==> config.mk <==
export PLATFORM = sky130hd
export DESIGN_NAME = matmul_ctrl_param
export DESIGN_NICKNAME = d
export VERILOG_FILES = /design/src/rtl/matmul_ctrl_param.sv
export SDC_FILE = /design/constraint.sdc
export NUM_CORES = 1
export LEC_CHECK = 0
export BUFFER_PORTS_ARGS = -buffer_cell sky130_fd_sc_hd__buf_2
export CORE_MARGIN = 1
export CORE_UTILIZATION = 54
export DETAILED_ROUTE_END_ITERATION = 10
export PLACE_DENSITY_LB_ADDON = 0.05
export SETUP_SLACK_MARGIN = 0.05
export SLEW_MARGIN = 30
export SYNTH_ARGS = -nofsm -noshare
export SYNTH_HDL_FRONTEND = slang
export SYNTH_SLANG_ARGS = --single-unit
==> constraint.sdc <==
create_clock -name clk -period 4.8 [get_ports clk]
set_input_delay 0.96 -clock clk [delete_from_list [all_inputs] [get_ports clk]]
set_output_delay 0.96 -clock clk [all_outputs]
set_load 0.005 [all_outputs]
==> src/rtl/matmul_ctrl_param.sv <==
// Square matrix multiply controller: streams A/B reads, accumulates C = A*B, writes C row-major.
// Define MATMUL_SAT_EN to saturate the accumulator instead of wrapping modulo 2^ACC_W.
module matmul_ctrl_param #(
  parameter int N_LOG2 = 6,
  parameter int DW     = 8,
  parameter int ACC_W  = 22,
  localparam int AW    = 2 * N_LOG2
) (
  input  logic             clk,
  input  logic             rstn,
  input  logic             start,
  output logic             busy,
  output logic             done,
  output logic [AW-1:0]    a_addr,
  output logic             a_nce,
  input  logic [DW-1:0]    a_rdata,
  output logic [AW-1:0]    b_addr,
  output logic             b_nce,
  input  logic [DW-1:0]    b_rdata,
  output logic [AW-1:0]    c_addr,
  output logic             c_nce,
  output logic             c_nwrt,
  output logic [ACC_W-1:0] c_wdata
);

  localparam int CW = 3 * N_LOG2;
  localparam logic [CW-1:0] CNT_LAST = '1;
  localparam logic [N_LOG2-1:0] K_LAST = '1;

  typedef enum logic [1:0] {IDLE, RUN, DRAIN, DONE} state_t;

  state_t            state, state_nxt;
  logic              drain_q;
  logic [CW-1:0]     cnt;
  logic [N_LOG2-1:0] idx_i, idx_j, idx_k;

  logic              vld_p0, vld_p1;
  logic              first_p0, first_p1;
  logic              last_p0, last_p1;
  logic [AW-1:0]     ij_p0, ij_p1;

  logic [2*DW-1:0]   product_p1;
  logic [ACC_W-1:0]  acc, acc_base, sum_p1;

  function automatic logic [ACC_W-1:0] acc_add(input logic [ACC_W-1:0] a,
                                                input logic [2*DW-1:0]  p);
`ifdef MATMUL_SAT_EN
    logic [ACC_W:0] s;
    s = {1'b0, a} + (ACC_W+1)'(p);
    // Partial sums only grow, so a clamped value stays clamped until the next k==0.
    return s[ACC_W] ? {ACC_W{1'b1}} : s[ACC_W-1:0];
`else
    return a + ACC_W'(p);
`endif
  endfunction

  assign idx_i = cnt[CW-1 -: N_LOG2];
  assign idx_j = cnt[2*N_LOG2-1 -: N_LOG2];
  assign idx_k = cnt[N_LOG2-1:0];

  assign busy = (state == RUN) || (state == DRAIN);
  assign done = (state == DONE);

  always_ff @(posedge clk) begin
    if (!rstn) begin
      state   <= IDLE;
      drain_q <= 1'b0;
    end else begin
      state   <= state_nxt;
      drain_q <= (state == DRAIN) && !drain_q;
    end
  end

  always_comb begin
    state_nxt = state;
    case (state)
      IDLE:    if (start) state_nxt = RUN;
      RUN:     if (cnt == CNT_LAST) state_nxt = DRAIN;
      DRAIN:   if (drain_q) state_nxt = DONE;
      DONE:    state_nxt = IDLE;
      default: state_nxt = IDLE;
    endcase
  end

  always_ff @(posedge clk) begin
    if (!rstn) begin
      cnt <= '0;
    end else if (state == IDLE && start) begin
      cnt <= '0;
    end else if (state == RUN && cnt != CNT_LAST) begin
      cnt <= cnt + 1'b1;
    end
  end

  // p0: issue stage, registered memory addresses and enables
  always_ff @(posedge clk) begin
    if (!rstn) begin
      vld_p0 <= 1'b0;
      a_nce  <= 1'b1;
      b_nce  <= 1'b1;
      a_addr <= '0;
      b_addr <= '0;
    end else begin
      vld_p0 <= (state == RUN);
      a_nce  <= (state != RUN);
      b_nce  <= (state != RUN);
      if (state == RUN) begin
        a_addr <= {idx_i, idx_k};
        b_addr <= {idx_k, idx_j};
      end
    end
  end

  always_ff @(posedge clk) begin
    if (state == RUN) begin
      ij_p0    <= {idx_i, idx_j};
      first_p0 <= (idx_k == '0);
      last_p0  <= (idx_k == K_LAST);
    end
  end

  // p1: memory read cycle, operands arrive at the end of this stage
  always_ff @(posedge clk) begin
    if (!rstn) vld_p1 <= 1'b0;
    else       vld_p1 <= vld_p0;
  end

  always_ff @(posedge clk) begin
    ij_p1    <= ij_p0;
    first_p1 <= first_p0;
    last_p1  <= last_p0;
  end

  assign product_p1 = (2*DW)'(a_rdata) * (2*DW)'(b_rdata);
  assign acc_base   = first_p1 ? '0 : acc;
  assign sum_p1     = acc_add(acc_base, product_p1);

  // p2: accumulate, and register the finished element for the C write
  always_ff @(posedge clk) begin
    if (!rstn) begin
      acc     <= '0;
      c_wdata <= '0;
      c_addr  <= '0;
      c_nce   <= 1'b1;
      c_nwrt  <= 1'b1;
    end else begin
      c_nce  <= 1'b1;
      c_nwrt <= 1'b1;
      if (vld_p1) begin
        acc <= sum_p1;
        if (last_p1) begin
          c_wdata <= sum_p1;
          c_addr  <= ij_p1;
          c_nce   <= 1'b0;
          c_nwrt  <= 1'b0;
        end
      end
    end
  end

endmodule

==> summary.txt <==
Drt
  • Number of DRC violations after detailed-routing iteration 0: 295
  • Wire length after detailed routing: 16,780 microns
  • Vias/cell: 5.292
  • Number of remaining DRC errors: 0
  • Wire length per cell after detailed routing: ~15 microns
  • Detailed-route via count: 6,091
  • Antenna-violating nets left: 0
  • Number of optimization iterations in the first detailed-route pass: 5

Floorplan
  • Core Region: 13,930 sq um
  • Initial Utilization: a little under three fifths
  • FP Rows: 43
  • Die ar.: 14,810 sq um
  • Chip Width: 121.7 microns
  • Die Ht: around 120 microns
  • Top Ports: 83

Setup path
  • CP dominant cell by count: fa_1
  • Stage delay of the slowest cell on the critical path: 560 ps
  • CP cell instances: buf_6 > nand2_2 > fa_1 > fa_1 > inv_1 > fa_1 > inv_2 > fa_1 > inv_2 > ha_4 > a21o_1 > nor2_2 > a21oi_4 > buf_6 > o211a_4 > or3_1 > a32o_1
  • Reg-to-reg startpoint: first_p1$_DFF_P_
  • Type of destination of the critical path: register
  • Top fanout value on the critical path: 8
  • Worst Path Required: slightly above 5000 ps
  • Crit path max-delay cell type: fa_1
  • Data arrival time of the critical path: 4970 ps
  • Slack of the worst reg-to-reg path: 270 ps
  • Startpoint type of the worst setup path: input port
  • Worst setup path category: input port to register
  • Cell count of the worst reg-to-reg path: 16
  • R2r endpoint: c_wdata[17]$_SDFFE_PN0P_

Yosys
  • Most used flip-flop cell after synthesis: dfxtp_1
  • Mapped Nets: 970
  • Netlist Area Pre-Place: 7737 sq um
  • Post-Synthesis Mean Instance Area: 9.071 sq um
  • Compound-Gate Fraction of Synth Area: 11.01%
  • Sequential cell area fraction in the yosys report: between 30% and 40%
  • Synthesized-area fraction occupied by xor and xnor cells: 2.377%
  • Gate Count Post-Synth: between 800 and 900
  • Asr flop ratio synth: 0%
  • Share of synthesized cell area in full adder, half adder and majority cells: between 20 and 25%
  • Multiplexer fraction of the synthesized cell area: 3.234%
  • Largest family of logic cells by synthesized area: adder cells
  • Post-Synth Simple-Gate Area: 20.59%
  • Register bit total from synthesis: 127
  • Number of distinct library cell variants in the gate-level netlist after synthesis: 65
  • Number of warnings issued by yosys: 0
  • Post-synth EDFFs: 14

Clock tree
  • Root cell of the clock tree: clkbuf_16
  • TritonCTS clock tree: yes
  • CTS Buf Count: 17
  • Maximum root-to-sink buffer count: 2
  • H-Tree Level Count: 4
  • Number of buffers added to fix hold violations after cts: 0
  • Clock insertion delay at the later pin of the skew report: ~420 ps
  • Clock Pin Slew Worst Setup and Hold Paths: 60 ps
  • Sink Count: approximately 130

Run status
  • Outcome: completed

Timing
  • Relative slew margins: 57.41%
  • Final slew viol count: 0
  • Hold_ws: 341.9 ps
  • Final Critical Period: 4664 ps
  • Post-route clock period utilization: 97.16%
  • Maximum clock rate: 214.4 MHz
  • Aggregate negative setup slack: 0 ps
  • Clk_skew: 12.27 ps
  • Worst Tran Pin Value: roughly 640 ps
  • Final number of hold-violating endpoints: 0
  • Setup violation total in the final timing report: 0
  • Unrepaired setup endpoints after global routing: yes

GRT
  • Global-route wire length before repair: 28,150 microns
  • Largest net degree at the start of global routing: 39
  • Via count of the first global-routing pass: a little under 6,000
  • Leftover overflow at the end of global routing: 0
  • Overall Global Routing Usage: 24.17%
  • Number of antenna violations at the first check in global routing: 0

Min path
  • Worst min path class: register to register
  • Worst hold path endpoint: ij_p1[6]$_DFF_P_
  • Beginning of the worst hold path: ij_p0[6]$_DFFE_PP_
  • WHS Path Cells: 0

Layout
  • Count of non-filler cells in the finished layout: 1,151
  • Layout Area Growth over Synthesis: 20.59%
  • Commonest cells after routing, fill and taps aside: dfxtp_1 (112), inv_1 (94), nand2_1 (91)
  • Antenna fix cells: 0
  • Commonest non-fill, non-tap cell in the layout: dfxtp_1
  • Final layout net count: about 1,100
  • Ratio of cells with drive above 1 in the final layout: 21.32%

Place
  • Cell count after placement: 1,115
  • Placed wire-length estimate after detailed placement: around 13,000 microns
  • Global placement routability congestion: 0.8745
  • Number of I/O port buffers: 82

Job
  • Number of violations of the max-capacitance limit: 0

Pwr
  • Reported leakage power: 4.203 nW
  • Pwr Density: 446.4 nW/um^2
  • Highest ir drop seen on vdd: 0.2760 mV
-- worst max-delay path by stage --
stage	from	end	slack (ps)	depth (start not counted)
CTS	a_rdata[5]	acc[19]$_SDFFE_PN0P_	60	15
global placement	b_rdata[7]	acc[20]$_SDFFE_PN0P_	-260	16
detailed placement	a_rdata[5]	acc[19]$_SDFFE_PN0P_	-310	15
floorplan	a_rdata[6]	c_wdata[17]$_SDFFE_PN0P_	50	15
finish	a_rdata[2]	c_wdata[17]$_SDFFE_PN0P_	140	17
global route	a_rdata[5]	acc[19]$_SDFFE_PN0P_	-20	15
-- critical path, delay by kind of cell --
kind / cells / cell delay [ps]
fa+ha+maj: 5 / 2320
compound gates: 4 / 790
simple gates: 3 / 530
buf+inv: 5 / 370
-- per-stage QoR --
stage	total power (W)	worst slack, ps	utilization [%]	instance area (sq um)
after floorplan	0.002373	46.47	-	7855
after global placement	0.002782	-262.8	61.44	8562
after detailed placement	0.002816	-312.0	61.44	8562
after CTS	0.004121	64.35	65.78	9166
after global routing	0.004447	-16.75	66.96	9330
final	0.004165	136.2	66.96	9330
-- logic make-up (layout without fill, tap and decap cells) --
kind of cell    after synthesis  in the layout
compound gates              122            122
xor+xnor                     21             21
fa+ha+maj                    98             98
buf+inv                     140            258
flops                       127            127
mux                          25             25
simple gates                320            320
-- per-layer routing --
layer | GRT usage [%] | up-vias | routed length (microns)
met5 | 0 | - | 0
met1 | 31.57 | 2914 | 7615
met3 | 4.822 | 22 | 755
met2 | 40.31 | 136 | 8171
li1 | - | 3019 | -
met4 | 7.407 | 0 | 238
-- power by group --
| group | leakage [nW] | internal (W) | switching, W |
|---|---|---|---|
| sequential | 1.05 | 0.00120 | 0.0000521 |
| clock | 0.298 | 0.000708 | 0.000569 |
| combinational | 2.86 | 0.000724 | 0.000911 |
-- layout make-up --
cell class | instances | area (sq um)
clock buffers | 17 | 425.4
clock inverters | 15 | 178.9
fillers | 1138 | 4604
inverters | 98 | 367.9
multi-input cells | 586 | 4622
flip-flops and latches | 127 | 2684
well taps | 180 | 225.2
repair buffers | 128 | 827.0
-- flip-flops by register name, indices dropped and copies added, names as in the netlist --
register / flops
last_p1: 1
last_p0: 1
acc: 22
first_p1: 1
a_addr: 12
c_nwrt: 1
ij_p1: 12
c_addr: 12
ij_p0: 12
first_p0: 1
cnt: 18
vld_p1: 1
state: 2
drain_q: 1
b_nce: 1
c_wdata: 22
b_addr: 6
vld_p0: 1
-- Yosys cell counts, types with 11 or more instances --
cell type    n  area (sq um)
nand3_1     23         115.1
fa_1        50          1001
o21ai_0     19         95.09
nor2b_1     17         106.4
nand2b_1    19         118.9
a21oi_1     38         190.2
nor2_1      64         240.2
clkbuf_1    22         82.58
xnor2_1     14         122.6
inv_1       97         364.1
nand2_1     96         360.4
and2_1      51         319.1
dfxtp_1    113          2262
ha_1        48         600.6
or3_1       11         68.82
edfxtp_1    14         420.4
mux2i_1     25         250.2
-- timing repair --
item                       CTS  global route
resized for setup            0            50
setup endpoints to repair    0            15
hold endpoints to repair     0             0
setup buffers                0             4
Note: power is estimated with default switching activity, not from simulation.
